## config.mk

```make
export PLATFORM = sky130hd
export DESIGN_NAME = dpsk_mod_flat
export DESIGN_NICKNAME = d
export VERILOG_FILES = /design/src/rtl/dpsk_mod_if.sv /design/src/rtl/dpsk_mod.sv /design/src/flat_wrapper.sv
export SDC_FILE = /design/constraint.sdc
export NUM_CORES = 1
export LEC_CHECK = 0
export CORE_MARGIN = 2
export CORE_UTILIZATION = 25
export CTS_BUF_LIST = sky130_fd_sc_hd__clkbuf_8
export DETAILED_ROUTE_END_ITERATION = 6
export DONT_BUFFER_PORTS = 1
export PLACE_DENSITY_LB_ADDON = 0.05
export SLEW_MARGIN = 0
export SYNTH_ARGS = -nofsm -noshare
export SYNTH_HDL_FRONTEND = slang
export SYNTH_SLANG_ARGS = --single-unit
```

## constraint.sdc

```tcl
create_clock -name clk -period 3.7 [get_ports clk]
set_input_delay 0.555 -clock clk [delete_from_list [all_inputs] [get_ports clk]]
set_output_delay 0.555 -clock clk [all_outputs]
set_load 0.02 [all_outputs]
```

## src/rtl/dpsk_mod_if.sv

```systemverilog
// Bit-input handshake and modulator output bundle for the 2DPSK transmitter.
// The master drives data bits in; the slave (modulator) returns the carrier
// samples and symbol status.
interface dpsk_mod_if;
   logic       bit_in;
   logic       bit_valid;
   logic       bit_ready;
   logic [7:0] mod_out;
   logic       sym_start;
   logic       busy;
   logic       diff_bit;

   modport master (
      output bit_in, bit_valid,
      input  bit_ready, mod_out, sym_start, busy, diff_bit
   );

   modport slave (
      input  bit_in, bit_valid,
      output bit_ready, mod_out, sym_start, busy, diff_bit
   );
endinterface

```

## src/rtl/dpsk_mod.sv

```systemverilog
// 2DPSK modulator: differentially encodes accepted bits (d = b ^ d_prev) and
// emits an 8-bit offset-binary sine carrier, one sample per clk. The carrier
// is inverted for the whole symbol when d = 1. A single holding register
// decouples the bit handshake from symbol timing, so that symbols run
// back-to-back whenever the next bit arrives before the current symbol ends.
module dpsk_mod #(
   parameter int SYM_CYCLES = 128,
   parameter int DATA_W     = 8
) (
   input logic       clk,
   input logic       reset,
   dpsk_mod_if.slave bus
);

   localparam int                CNT_W    = $clog2(SYM_CYCLES);
   localparam logic [CNT_W-1:0]  CNT_LAST = CNT_W'(SYM_CYCLES - 1);
   localparam logic [CNT_W-1:0]  CNT_ONE  = CNT_W'(1);
   localparam logic [0:0]        ST_IDLE  = 1'b0;
   localparam logic [0:0]        ST_SEND  = 1'b1;
   localparam logic [DATA_W-1:0] MID_LVL  = 8'h80;

   // One period of the carrier: 128 + round(127*sin(2*pi*i/32)).
   function automatic logic [7:0] sine_lut(input logic [4:0] idx);
      logic [7:0] val;
      case (idx)
         5'd0:  val = 8'h80;  5'd1:  val = 8'h99;  5'd2:  val = 8'hB1;  5'd3:  val = 8'hC7;
         5'd4:  val = 8'hDA;  5'd5:  val = 8'hEA;  5'd6:  val = 8'hF5;  5'd7:  val = 8'hFD;
         5'd8:  val = 8'hFF;  5'd9:  val = 8'hFD;  5'd10: val = 8'hF5;  5'd11: val = 8'hEA;
         5'd12: val = 8'hDA;  5'd13: val = 8'hC7;  5'd14: val = 8'hB1;  5'd15: val = 8'h99;
         5'd16: val = 8'h80;  5'd17: val = 8'h67;  5'd18: val = 8'h4F;  5'd19: val = 8'h39;
         5'd20: val = 8'h26;  5'd21: val = 8'h16;  5'd22: val = 8'h0B;  5'd23: val = 8'h03;
         5'd24: val = 8'h01;  5'd25: val = 8'h03;  5'd26: val = 8'h0B;  5'd27: val = 8'h16;
         5'd28: val = 8'h26;  5'd29: val = 8'h39;  5'd30: val = 8'h4F;  5'd31: val = 8'h67;
         default: val = 8'h80;
      endcase
      return val;
   endfunction

   logic [0:0]        state_r,     state_nxt_s;
   logic [CNT_W-1:0]  cnt_r,       cnt_nxt_s;
   logic              d_r,         d_nxt_s;
   logic              hold_r,      hold_nxt_s;
   logic              hold_full_r, hold_full_nxt_s;
   logic [DATA_W-1:0] mod_out_r,   mod_out_nxt_s;
   logic              sym_start_r, sym_start_nxt_s;
   logic              busy_r,      busy_nxt_s;
   logic              load_s;
   logic              d_load_s;

   // Next-state logic: symbol sequencing, hold-register load and bit acceptance.
   always_comb begin
      state_nxt_s     = state_r;
      cnt_nxt_s       = cnt_r;
      d_nxt_s         = d_r;
      hold_nxt_s      = hold_r;
      hold_full_nxt_s = hold_full_r;
      mod_out_nxt_s   = mod_out_r;
      sym_start_nxt_s = 1'b0;
      busy_nxt_s      = busy_r;
      load_s          = 1'b0;
      d_load_s        = d_r ^ hold_r;

      case (state_r)
         ST_IDLE: begin
            mod_out_nxt_s = MID_LVL;
            busy_nxt_s    = 1'b0;
            cnt_nxt_s     = '0;
            if (hold_full_r) begin
               load_s = 1'b1;
            end else begin
               load_s = 1'b0;
            end
         end
         ST_SEND: begin
            if (cnt_r == CNT_LAST) begin
               if (hold_full_r) begin
                  load_s = 1'b1;
               end else begin
                  state_nxt_s   = ST_IDLE;
                  mod_out_nxt_s = MID_LVL;
                  busy_nxt_s    = 1'b0;
                  cnt_nxt_s     = '0;
               end
            end else begin
               cnt_nxt_s     = cnt_r + CNT_ONE;
               mod_out_nxt_s = sine_lut(cnt_nxt_s[4:0]) ^ {8{d_r}};
            end
         end
         default: begin
            state_nxt_s   = ST_IDLE;
            mod_out_nxt_s = MID_LVL;
            busy_nxt_s    = 1'b0;
            cnt_nxt_s     = '0;
         end
      endcase

      // A load needs hold_full=1 and an accept needs hold_full=0, so the two
      // can never coincide; the load branch wins structurally anyway.
      if (load_s) begin
         state_nxt_s     = ST_SEND;
         d_nxt_s         = d_load_s;
         hold_full_nxt_s = 1'b0;
         cnt_nxt_s       = '0;
         mod_out_nxt_s   = sine_lut(5'd0) ^ {8{d_load_s}};
         sym_start_nxt_s = 1'b1;
         busy_nxt_s      = 1'b1;
      end else if (bus.bit_valid && !hold_full_r) begin
         hold_nxt_s      = bus.bit_in;
         hold_full_nxt_s = 1'b1;
      end else begin
         hold_full_nxt_s = hold_full_nxt_s;
      end
   end

   // State and output registers; reset discards any partial symbol and held bit.
   always_ff @(posedge clk or posedge reset) begin
      if (reset) begin
         state_r     <= ST_IDLE;
         cnt_r       <= '0;
         d_r         <= 1'b0;
         hold_r      <= 1'b0;
         hold_full_r <= 1'b0;
         mod_out_r   <= MID_LVL;
         sym_start_r <= 1'b0;
         busy_r      <= 1'b0;
      end else begin
         state_r     <= state_nxt_s;
         cnt_r       <= cnt_nxt_s;
         d_r         <= d_nxt_s;
         hold_r      <= hold_nxt_s;
         hold_full_r <= hold_full_nxt_s;
         mod_out_r   <= mod_out_nxt_s;
         sym_start_r <= sym_start_nxt_s;
         busy_r      <= busy_nxt_s;
      end
   end

   assign bus.bit_ready = ~hold_full_r;
   assign bus.mod_out   = mod_out_r;
   assign bus.sym_start = sym_start_r;
   assign bus.busy      = busy_r;
   assign bus.diff_bit  = d_r;

endmodule

```

## src/flat_wrapper.sv

```systemverilog
// flat-port wrapper written by rule: the top's interface ports become plain ports
module dpsk_mod_flat 
#(
   parameter int SYM_CYCLES = 128,
   parameter int DATA_W     = 8
)
  (clk, reset, bus_bit_in, bus_bit_valid, bus_bit_ready, bus_mod_out, bus_sym_start, bus_busy, bus_diff_bit);
  dpsk_mod_if bus_i ();
  input logic clk;
  input logic reset;
  input wire logic [$bits(bus_i.bit_in)-1:0] bus_bit_in;
  input wire logic [$bits(bus_i.bit_valid)-1:0] bus_bit_valid;
  output wire logic [$bits(bus_i.bit_ready)-1:0] bus_bit_ready;
  output wire logic [$bits(bus_i.mod_out)-1:0] bus_mod_out;
  output wire logic [$bits(bus_i.sym_start)-1:0] bus_sym_start;
  output wire logic [$bits(bus_i.busy)-1:0] bus_busy;
  output wire logic [$bits(bus_i.diff_bit)-1:0] bus_diff_bit;
  assign bus_i.bit_in = bus_bit_in;
  assign bus_i.bit_valid = bus_bit_valid;
  assign bus_bit_ready = bus_i.bit_ready;
  assign bus_mod_out = bus_i.mod_out;
  assign bus_sym_start = bus_i.sym_start;
  assign bus_busy = bus_i.busy;
  assign bus_diff_bit = bus_i.diff_bit;
  dpsk_mod #(.SYM_CYCLES(SYM_CYCLES), .DATA_W(DATA_W)) u_core (.clk(clk), .reset(reset), .bus(bus_i));
endmodule
```

-- Word-level counts from Yosys, hierarchy flattened
Memory sizes are Yosys's and may differ from the RTL's.
Index checks and enable logic that the tools add are counted.
- add/sub/neg operators: 1
- equality and inequality tests: 4
- mux-type cells: 23
- bitwise operators: 6
- reduce and logical (&&, ||, !) cells: 5
- operators by type and width (kind ; number):
    2-to-1 mux 8 bit ; 5
    2-to-1 mux 7 bit ; 3
    one-hot mux 8 bit (2 select lines) ; 1
    one-hot mux 7 bit (2 select lines) ; 1
    2-to-1 mux 1 bit ; 11
    XOR 8 bit ; 1
    adder 7 x 1 -> 7 bit, second input constant ; 1
    equality test 7 bit, second input constant ; 1
    inequality test 3 bit, second input constant ; 2
    inequality test 4 bit, second input constant ; 1
    NOT 1 bit ; 4
    one-hot mux 1 bit (2 select lines) ; 2
    AND reduction 2 bit ; 2
    nonzero test 2 bit ; 1
    logical AND 1 bit ; 1
    zero test 1 bit ; 1
    XOR 1 bit ; 1
- flip-flop bits (word level): 21
- memory bits (read-only): 256
- input port bits: 4
- output and inout port bits: 12
- word-level logic and storage cells: 48
- memories: 1
- memory list (memory ; depth ; width ; read ports ; clocked after memory_dff ; write ports ; line ; source):
    (name not given) ; 32 ; 8 ; 1 ; 0 ; 0 ; dpsk_mod.sv:25 ; case (idx)

-- Logic depth before layout (Yosys ltp)
Gate-level depths: netlist of run 1.
An unclocked memory read counts as a cell.
- word-level depth: 8
- gate-level depth with buffers: 10
- mapped depth without buffers: 8

-- Worst setup path after synthesis of run 1
OpenSTA, ideal clock, no wires.
- path kind: reg-to-reg
- start: reg u_core.cnt_r[0]
- end: reg u_core.mod_out_r[2], in the netlist u_core.bus.mod_out[2]
- setup time: 0.131 ns
- arrival time: 2.095 ns
- required time: 3.569 ns
- setup slack: 1.475 ns
- stages on the path, launching flop included: 9
- buffers on the path: 1
- period minus slack after synthesis: 2.225 ns
- path through: dfrtp_1 -> ha_1 -> buf_4 -> xor2_1 -> mux2_2 -> o221a_2 -> a221oi_2 -> xnor2_1 -> o21ai_1
- word-level cells in the longest chain between the ends: 8
- elaborated cells on any way between the ends: 12
- classes of those cells: add/sub (1); eq/ne (2); mux (7); bitwise (1); memory (1)
- RTL lines (item ; line ; source):
    from (decl) ; dpsk_mod.sv:40 ; logic [CNT_W-1:0] cnt_r, cnt_nxt_s;
    from (signal assigned) ; dpsk_mod.sv:128 ; cnt_r <= cnt_nxt_s;
    adder 7 x 1 -> 7 bit ; dpsk_mod.sv:85 ; cnt_nxt_s = cnt_r + CNT_ONE;
    memory (32 x 8 bit) ; -- ;
    2-to-1 mux 8 bit ; dpsk_mod.sv:75 ; if (cnt_r == CNT_LAST) begin
    2-to-1 mux 8 bit ; dpsk_mod.sv:63 ; case (state_r)
    XOR 8 bit ; dpsk_mod.sv:86 ; mod_out_nxt_s = sine_lut(cnt_nxt_s[4:0]) ^ {8{d_r}};
    2-to-1 mux 8 bit ; dpsk_mod.sv:75 ;
    one-hot mux 8 bit (2 select lines) ; dpsk_mod.sv:63 ;
    2-to-1 mux 8 bit ; dpsk_mod.sv:99 ; if (load_s) begin
    to (signal assigned) ; dpsk_mod.sv:132 ; mod_out_r <= mod_out_nxt_s;
    to (decl) ; dpsk_mod.sv:44 ; logic [DATA_W-1:0] mod_out_r, mod_out_nxt_s;
Parallel ways exist; a longest one is shown, timed or not. The select of a mux whose other input is x is not followed.
A chain may end at the register's enable or synchronous reset.

-- Worst setup path after layout of run 1
- start: reg u_core.cnt_r[2]
- end: reg u_core.mod_out_r[3], in the netlist u_core.bus.mod_out[3]
The elaborated chain is that of the path after synthesis.

==> summary.txt, run 1 <==
Run status
  • Outcome: completed

Setup path
  • WP depth: 6
  • Req. time, crit path: between 3 and 4 ns
  • Critical path's top delay family: flip-flops
  • CP arrival: between 2 and 3 ns
  • CP cell instances: nand3_1 > xnor2_1 > o21ai_1 > o311ai_2 > mux2i_1 > or4b_1
  • Buf/Inv on CP: 0
  • CP startpoint kind: register
  • Worst stage delay on the critical path: 0.98 ns
  • Worst r2r path cells: 6
  • Critical path class: reg -> reg
  • Worst Setup End Kind: register
  • Slowest cell on the critical path: dfrtp_1
  • CP Max Fanout: 25

Die
  • Die height: ~86 um
  • Die area: 0.00740 mm2
  • Starting Density: a little over a quarter
  • CORE AREA: between 0.006 and 0.007 mm2
  • Die width: approximately 86 um
  • Rows: 29
  • Top Ports: 16

STA
  • Setup TNS: 0 ns
  • Worst relative slew slack: between 30% and 40%
  • Worst Tran Pin Value: approximately 0.96 ns
  • Final hold slack: about 0.31 ns
  • Max Fclk: 0.378 GHz
  • RSZ-0062 raised after global routing: no
  • Tcrit/Tclk final: 71.5%
  • PnR worst setup slack: between 1 and 1.5 ns
  • Max Slew Vio Count: 0
  • Clock skew: ~0.0056 ns
  • Min Tclk post-route: approximately 2.6 ns
  • Final setup violating endpoints: 0
  • Fin. Hold Viols: 0

Clock tree
  • Clock Tree Root: clkbuf_8
  • CTS clock-pin slew for the worst setup and hold paths: around 0.090 ns
  • CTS tree: built
  • Longest Clk Path Bufs: 2
  • Post-CTS setup buffer count: 0
  • Clock Latency Late Sink: 0.27 ns
  • # hold bufs at CTS: 0
  • Htree depth: 1
  • Total CTS buffers: 3
  • Clock tree sinks: 21
  • Post-CTS resize count: 0

Placement
  • Routability cong.: between 0.7 and 0.8
  • Post-place setup slack: approximately 1.1 ns
  • Dpl hpwl: around 3100 um
  • DP Cell Count: around 260
  • IO buf count: 0

Synth
  • Top cells by area, synth: dfrtp_1 30%, ha_1 5.2%, xnor2_1 5.2%, nor2_1 5.1%, nand2_1 3.8%
  • Mean post-synth cell area: 8.72 um2
  • Count leader, synth: nor2_1
  • Mapped cell area: between 0.0015 and 0.002 mm2
  • Syn Nets: just over 200
  • Share of flip-flops with an asynchronous set or reset: between 90% and 100%
  • Yosys reg bits: 21
  • Largest area contributor in the netlist: dfrtp_1
  • Post-Syn Instances: between 150 and 200
  • Post-synthesis sequential area ratio: 31.3%
  • Cell variety after synth: 57
  • Yosys warnings: 0
  • Count of flip-flops with a built-in enable after synthesis: 0
  • Synth Flop Type: dfrtp_1
  • Post-synth top cells: 23 x nor2_1, 20 x dfrtp_1, 17 x nand2_1
  • Area share of the largest cell type after synthesis: a little under 30%

Pwr
  • Clk network pwr share: between 8 and 9%
  • P_leak: ~0.70 nW
  • Comb pwr share: about three fifths
  • Register share of total power: between 30 and 40%
  • P_int: around 0.93 mW
  • VDD IR max: approximately 0.00025 V
  • NetSw: approximately 0.95 mW
  • Power density over the cells: 1050 mW/mm2
  • Switching share of power: 50.7%

Drt
  • Via/cell ratio: 5.27
  • # DRC: 0
  • Final wirelength: around 4300 um
  • Avg WL per Cell: roughly 16 um
  • DR iter-0 viols: 85
  • Drt first pass iters: 4
  • Vias: roughly 1400
  • DRT antenna net count: 0

Layout
  • Layout area overhead: 6.02%
  • Share of cells above drive strength 1: between 10% and 20%
  • Final net count: 200
  • Fin util: 27.8%
  • Finished Layout Cells: between 200 and 300
  • Fillers: 716
  • N_diodes: 0

Job
  • Max Cap Viol: 0

Global route
  • GRT Overall Usage: 12.0%
  • Grt total ovfl: 0
  • Maximum number of pins on one net before global-route repair: 26
  • Vias in the first global route: 1336
  • First-pass GRT wire length: 7070 um
  • Antenna violations before repair: 0

Worst hold path
  • Worst min-delay path class: in -> async
-- per-layer routing --
layer / share of wire (%) / GRT usage (%) / wire (um) / vias up
met1: 49 / 16.4 / 2110 / 674
met2: 47 / 20.0 / 2050 / 33
met3: 2.5 / 0.962 / 106 / 5
met4: 1.3 / 3.90 / 56 / 0
met5: 0 / 0 / 0 / -
li1: - / - / - / 684
-- registers in the layout (all words and copies together), names as in the netlist --
| name | cells |
|---|---|
| u_core.bus.busy | 1 |
| u_core.bus.diff_bit | 1 |
| u_core.bus.mod_out | 8 |
| u_core.bus.sym_start | 1 |
| u_core.cnt_r | 7 |
| u_core.hold_full_r | 1 |
| u_core.hold_r | 1 |
| u_core.state_r | 1 |
-- power groups by stage --
stage	logic (mW)	registers, mW	clock network (mW)
4_1_cts	1.15	0.572	0.170
6_report	1.14	0.573	0.167
5_1_grt	1.28	0.593	0.176
3_5_place_dp	1.14	0.576	0
2_1_floorplan	1.03	0.464	0
3_3_place_gp	1.15	0.577	0
-- final timing paths --
path / from / end / slack [ns]
setup / recovery: u_core.cnt_r[2] / u_core.bus.mod_out[3] / 1.06
hold / removal: reset / u_core.bus.busy / 0.31
setup reg to reg: u_core.cnt_r[2] / u_core.bus.mod_out[3] / 1.06
hold reg to reg: u_core.hold_full_r / u_core.hold_full_r / 0.53
max in group asynchronous: reset / u_core.cnt_r[2] / 2.88
min in group clk: bus_bit_in / u_core.hold_r / 0.43
-- metrics by stage --
stage,power (mW),instance area (um2)
CTS,1.89,1780
finish,1.88,1780
detailed placement,1.72,1740
global placement,1.73,1740
global route,2.05,1780
floorplan,1.49,1680
-- layout make-up --
class | instances | area [um2] | share of cell area (%)
well taps | 77 | 96.3 | 5.40
clock buffers | 3 | 41.3 | 2.31
inverters | 9 | 33.8 | 1.89
clock inverters | 1 | 7.51 | 0.421
repair buffers | 5 | 37.5 | 2.10
multi-input cells | 149 | 1040 | 58.3
flip-flops and latches | 21 | 527 | 29.5
-- kinds of logic (layout without fill, tap and decap cells) --
logic type                 Yosys count  after routing  share of synthesized area (%)
and+or+nand+nor                     65             65                           19.3
AOI/OAI and AO/OA                   55             55                           23.8
buffers and inverters               23             18                           6.84
DFF                                 21             21                           31.3
xor gates and xnor gates            17             17                           10.4
adders and majority gates            8              8                           5.80
muxes                                4              4                           2.53
-- cell usage in the layout, fill, tap and decap left out, types with 2 or more instances in the layout --
master,Yosys,final
xnor2_1,10,10
nor2_1,23,23
or3_1,2,2
a22oi_1,2,2
mux2_2,2,2
xor2_1,5,5
a21oi_1,4,4
nor4_1,2,2
nand3_2,2,2
dfrtp_1,20,20
a21boi_0,2,2
o221a_2,2,2
inv_1,8,8
mux2i_1,2,2
a21o_1,2,2
nor3_1,2,2
o311ai_0,2,2
o22ai_1,4,4
o211ai_1,2,2
o31ai_1,4,4
ha_1,7,7
a221oi_1,2,2
o21ai_0,10,10
buf_4,2,5
a31oi_1,3,3
nor2b_1,5,5
o21ai_1,3,3
clkbuf_8,0,3
nand2_1,17,17
nand3_1,3,3
o21a_1,2,2
and2_1,2,2
Power figures use the tool's default switching activity.
==> run 2: changes to the inputs <==
==> constraint.sdc (replaced) <==
create_clock -name clk -period 2.28 [get_ports clk]
set_input_delay 0.342 -clock clk [delete_from_list [all_inputs] [get_ports clk]]
set_output_delay 0.342 -clock clk [all_outputs]
set_load 0.02 [all_outputs]
==> run 2 against run 1 <==
Effect of this change: utilization is 3.8 points higher; routed wire length is 4.5% higher; hold slack worse by 0.21 ns; final area is 14% higher; via count is 5.0% higher; die area stayed put; total power is 86% higher; clock skew is 0.00068 ns higher; critical path depth is 2 higher; first-iteration DRC count is 65% higher; flip-flop and latch count stayed put; critical path type unchanged; critical endpoint is now u_core.bus.mod_out[2].
==> summary.txt, run 2 (synthesized netlist as in run 1, its figures left out) <==
Pwr
  • Switching share of power: between 40 and 50%
  • Register share of total power: a little under a quarter
  • VDD IR max: 0.000368 V
  • NetSw: ~1.7 mW
  • P_int: between 1.5 and 2 mW
  • Final Total Pwr: approximately 3.5 mW
  • Comb pwr share: between 60% and 70%
  • Power density over the cells: approximately 1700 mW/mm2
  • P_leak: about 0.84 nW
  • Clk network pwr share: between 7 and 8%

Layout
  • Multi-input gate area: 0.00109 mm2
  • Fillers: around 680
  • Max reg flops: 8
  • Share of cells above drive strength 1: about a quarter
  • Most frequent cells in the layout: 27 x buf_4, 23 x nor2_1, 20 x dfrtp_1
  • Final net count: roughly 220
  • Register area: around 530 um2
  • Layout area overhead: 20.5%
  • N_diodes: 0
  • Most common cell after layout, fill and taps aside: buf_4

Job
  • Max Cap Viol: 0

Global route
  • Maximum number of pins on one net before global-route repair: 22
  • Grt total ovfl: 0
  • Antenna violations before repair: 0
  • Vias in the first global route: roughly 1400
  • First-pass GRT wire length: 7360 um
  • GRT Overall Usage: between 10 and 15%

STA
  • Worst Tran Pin Value: between 0.7 and 0.8 ns
  • Tcrit/Tclk final: a little over nine tenths
  • Fin. Hold Viols: 0
  • Setup TNS: 0 ns
  • Clock skew: 0.00629 ns
  • Final setup violating endpoints: 0
  • Max Slew Vio Count: 0
  • Worst relative slew slack: 47.0%
  • Max Fclk: approximately 0.46 GHz
  • RSZ-0062 raised after global routing: no
  • Min Tclk post-route: roughly 2.2 ns

Clock tree
  • Htree depth: 1
  • Post-CTS resize count: 0
  • Clock tree sinks: 21
  • Total CTS buffers: 3
  • Clock Latency Late Sink: 0.27 ns
  • Longest Clk Path Bufs: 2
  • Post-CTS setup buffer count: 0
  • CTS tree: built
  • CTS clock-pin slew for the worst setup and hold paths: 0.08 ns
  • # hold bufs at CTS: 0
  • Clock Tree Root: clkbuf_8

Placement
  • IO buf count: 0
  • Routability cong.: 0.859
  • Dpl hpwl: roughly 3500 um

Die
  • Die area: 0.00740 mm2
  • Rows: 29
  • Die width: 86.0 um
  • CORE AREA: around 0.0064 mm2
  • Starting Density: a little over a quarter
  • Top Ports: 16
  • Die height: ~86 um

Drt
  • Final wirelength: ~4500 um
  • Via/cell ratio: 5.07
  • # DRC: 0
  • DRT antenna net count: 0
  • Drt first pass iters: 4
  • Vias: approximately 1500
  • DR iter-0 viols: 140
  • Avg WL per Cell: ~16 um

Setup path
  • CP arrival: between 2 and 2.5 ns
  • Req. time, crit path: roughly 2.4 ns
  • CP startpoint kind: register
  • CP cell instances: buf_4 > inv_1 > ha_2 > mux2_2 > o221a_2 > a221oi_4 > xnor2_1 > o21ai_1
  • Critical path class: reg -> reg
  • Slowest cell on the critical path: dfrtp_1
  • CP Max Fanout: 6
  • Worst Setup End Kind: register
  • Worst stage delay on the critical path: ~0.41 ns

Run status
  • Outcome: completed

Worst hold path
  • Worst min-delay path class: in -> async
## run 2: layer usage
layer | vias up | global-route usage [%] | part of all wire, %
li1 | 726 | - | -
met1 | 705 | 17.2 | 48
met2 | 31 | 21.1 | 48
met3 | 4 | 1.44 | 2.1
met4 | 0 | 3.90 | 1.2
met5 | - | 0 | 0
## run 2: final timing paths
| path | startpoint | to | slack [ns] | cells after the start |
|---|---|---|---|---|
| worst max-delay path | u_core.cnt_r[0] | u_core.bus.mod_out[2] | 0.09 | 8 |
| worst min-delay path | reset | u_core.bus.busy | 0.11 | 1 |
| worst max register to register | u_core.cnt_r[0] | u_core.bus.mod_out[2] | 0.09 | 8 |
| worst min register to register | u_core.cnt_r[0] | u_core.cnt_r[0] | 0.47 | 1 |
| max in group asynchronous | reset | u_core.cnt_r[4] | 1.68 | 1 |
| min in group clk | bus_bit_in | u_core.hold_r | 0.22 | 1 |
## run 2: per-stage QoR
stage	setup slack (ns)	utilization [%]	instances	hold slack (ns)	cell area [um2]
after floorplan	0.0547	-	193	0.318	1680
after global placement	0.0367	30.0	285	0.410	1930
after detailed placement	0.0328	30.0	285	0.430	1930
after CTS	0.00839	30.8	289	0.132	1980
after global routing	0.00237	31.6	289	0.162	2030
final	0.0886	31.6	289	0.105	2030
## run 2: cell type report
cell class / instances / area share [%]
inverter: 9 / 1.67
clock inverter: 1 / 0.370
timing repair buffer: 29 / 11.5
tap: 77 / 4.75
sequential: 21 / 26.0
clock buffer: 3 / 2.04
multi-input combinational: 149 / 53.7
## run 2: critical path, delay by kind of cell (launching register included)
family                   cells  cell delay, ns
buffers and inverters        2            0.26
adder cells (fa/ha/maj)      1            0.32
flip-flops                   1            0.41
multiplexers                 1            0.28
AO/OA/AOI/OAI                3            0.63
XOR/XNOR                     1            0.16
## run 2: power by group through the flow
stage | clock, mW | sequential, mW | combinational (mW)
floorplan | 0 | 0.753 | 1.67
global route | 0.285 | 0.850 | 2.68
detailed placement | 0 | 0.832 | 2.31
global placement | 0 | 0.835 | 2.32
CTS | 0.270 | 0.824 | 2.32
finish | 0.255 | 0.817 | 2.43
==> run 3: changes to the inputs <==
--- a/config.mk
+++ b/config.mk
@@ -11,6 +11,7 @@
 export DETAILED_ROUTE_END_ITERATION = 6
 export DONT_BUFFER_PORTS = 1
 export PLACE_DENSITY_LB_ADDON = 0.05
+export REMOVE_ABC_BUFFERS = 1
 export SLEW_MARGIN = 0
 export SYNTH_ARGS = -nofsm -noshare
 export SYNTH_HDL_FRONTEND = slang
==> run 3 against run 2 <==
Effect of this change: routed wire length grew 6.4%; final area grew 0.49%; first-iteration DRC count grew 23%; sequential power grew 0.7%; register-to-register slack gained 0.07 ns; sequential share of layout area is essentially flat; global-route usage grew 1.2 points; setup slack gained 0.071 ns; critical path depth shrank 1; die area is the same; critical path type unchanged; largest power group unchanged; highest routed layer unchanged.
==> summary.txt, run 3 (synthesized netlist as in run 1, its figures left out) <==
Layout
  • N_diodes: 0
  • Finished Cell Area: 0.00204 mm2
  • Max reg flops: 8
  • Layout area overhead: 21.1%
  • Most frequent cells in the layout: 33 x buf_4, 22 x nor2_1, 18 x dfrtp_1
  • Share of cells above drive strength 1: 26.9%
  • Final net count: roughly 230
  • Fillers: 692
  • Most common cell after layout, fill and taps aside: buf_4
  • Finished Layout Cells: a little under 300
  • Fin util: about a third

Setup path
  • Worst Setup End Kind: register
  • Worst R2R Start: u_core.cnt_r[0]
  • Req. time, crit path: about 2.4 ns
  • Critical path class: reg -> reg
  • CP startpoint kind: register
  • CP cell instances: inv_1 > ha_1 > mux2_2 > o221a_2 > a221oi_2 > xnor2_1 > o21ai_1
  • Worst stage delay on the critical path: ~0.45 ns
  • CP arrival: approximately 2.3 ns
  • CP Max Fanout: 6
  • Slowest cell on the critical path: dfrtp_2
  • Worst setup path startpoint: u_core.cnt_r[0]

STA
  • Final setup violating endpoints: 0
  • Worst relative slew slack: roughly 48%
  • Min Tclk post-route: ~2.1 ns
  • Fin. Hold Viols: 0
  • Worst Tran Pin Value: slightly below 0.8 ns
  • PnR worst setup slack: 0.159 ns
  • Setup TNS: 0 ns
  • RSZ-0062 raised after global routing: no
  • Max Fclk: 0.472 GHz
  • Clock skew: between 0.01 and 0.015 ns
  • Final hold slack: around 0.098 ns
  • Max Slew Vio Count: 0
  • Tcrit/Tclk final: approximately 93%

Global route
  • GRT Overall Usage: ~14%
  • First-pass GRT wire length: 8090 um
  • Antenna violations before repair: 0
  • Vias in the first global route: 1458
  • Met1 usage: roughly 19%
  • Gr busiest metal: met2
  • Met3 Use GR: approximately 1.2%
  • Maximum number of pins on one net before global-route repair: 22
  • Grt total ovfl: 0
  • Routing usage on met2: 22.7%

Clock tree
  • Longest Clk Path Bufs: 2
  • Total CTS buffers: 3
  • Clock tree sinks: 21
  • # hold bufs at CTS: 0
  • Post-CTS setup buffer count: 0
  • CTS tree: built
  • Clock Tree Root: clkbuf_8
  • CTS clock-pin slew for the worst setup and hold paths: 0.09 ns
  • Htree depth: 1
  • Clock Latency Late Sink: 0.27 ns

Placement
  • IO buf count: 0
  • Routability cong.: roughly 0.8
  • DP Cell Count: just under 300
  • Placement Cell Area: 0.00195 mm2
  • Post-place setup slack: between 0.01 and 0.015 ns
  • Dpl hpwl: between 3000 and 4000 um

Run status
  • Outcome: completed

Worst hold path
  • Worst min-delay path class: in -> async

Pwr
  • Power density over the cells: 1710 mW/mm2
  • P_leak: 0.843 nW
  • VDD IR max: ~0.00036 V
  • Final Total Pwr: between 3 and 4 mW

Drt
  • Drt first pass iters: 4
  • Avg WL per Cell: 16.4 um
  • DRT antenna net count: 0
  • # DRC: 0
  • Vias: 1472
  • Via/cell ratio: 5.02
  • Final wirelength: just under 5000 um
  • DR iter-0 viols: 172

Die
  • Starting Density: 26.2%
  • Top Ports: 16
  • Die area: approximately 0.0074 mm2
  • Rows: 29
  • CORE AREA: ~0.0064 mm2
  • Die width: about 86 um
  • Die height: 86.0 um

Job
  • Max Cap Viol: 0
[run 3: timing repair]
| action | 4_1_cts | 5_1_grt |
|---|---|---|
| setup endpoints to repair | 2 | 6 |
| pin swaps | 0 | 1 |
| resized for setup | 2 | 8 |
[run 3: cell type report]
type                            count  area, um2  area share, %
Multi-Input combinational cell    149       1080           53.1
Sequential cell                    21        529           26.0
Timing Repair Buffer               33        248           12.2
Tap cell                           77       96.3           4.73
Clock buffer                        3       41.3           2.03
Inverter                            9       33.8           1.66
Clock inverter                      1       7.51          0.368
[run 3: worst paths after layout]
path	slack, ns	to	depth (start not counted)
min	0.1	u_core.bus.busy	1
max in group asynchronous	1.65	u_core.cnt_r[1]	1
min reg2reg	0.52	u_core.hold_full_r	1
min in group clk	0.22	u_core.hold_r	1
max	0.16	u_core.bus.mod_out[2]	7
max reg2reg	0.16	u_core.bus.mod_out[2]	7
[run 3: per-layer routing]
metal	vias to the layer above	part of all wire (%)
li1	736	-
met1	694	47
met2	37	48
met3	5	3.5
met4	0	1.5
met5	-	0
[run 3: critical path: cells and delay by family, from the launching register on]
| family | cells | cell delay [ns] |
|---|---|---|
| compound gates | 3 | 0.61 |
| buf+inv | 1 | 0.16 |
| fa+ha+maj | 1 | 0.33 |
| mux | 1 | 0.29 |
| xor+xnor | 1 | 0.15 |
| flops | 1 | 0.45 |
[run 3: power by group]
part / internal [mW] / switching [mW] / total, mW
clock: 0.124 / 0.134 / 0.258
combinational: 1.14 / 1.27 / 2.41
sequential: 0.554 / 0.270 / 0.823
total: 1.82 / 1.67 / 3.49
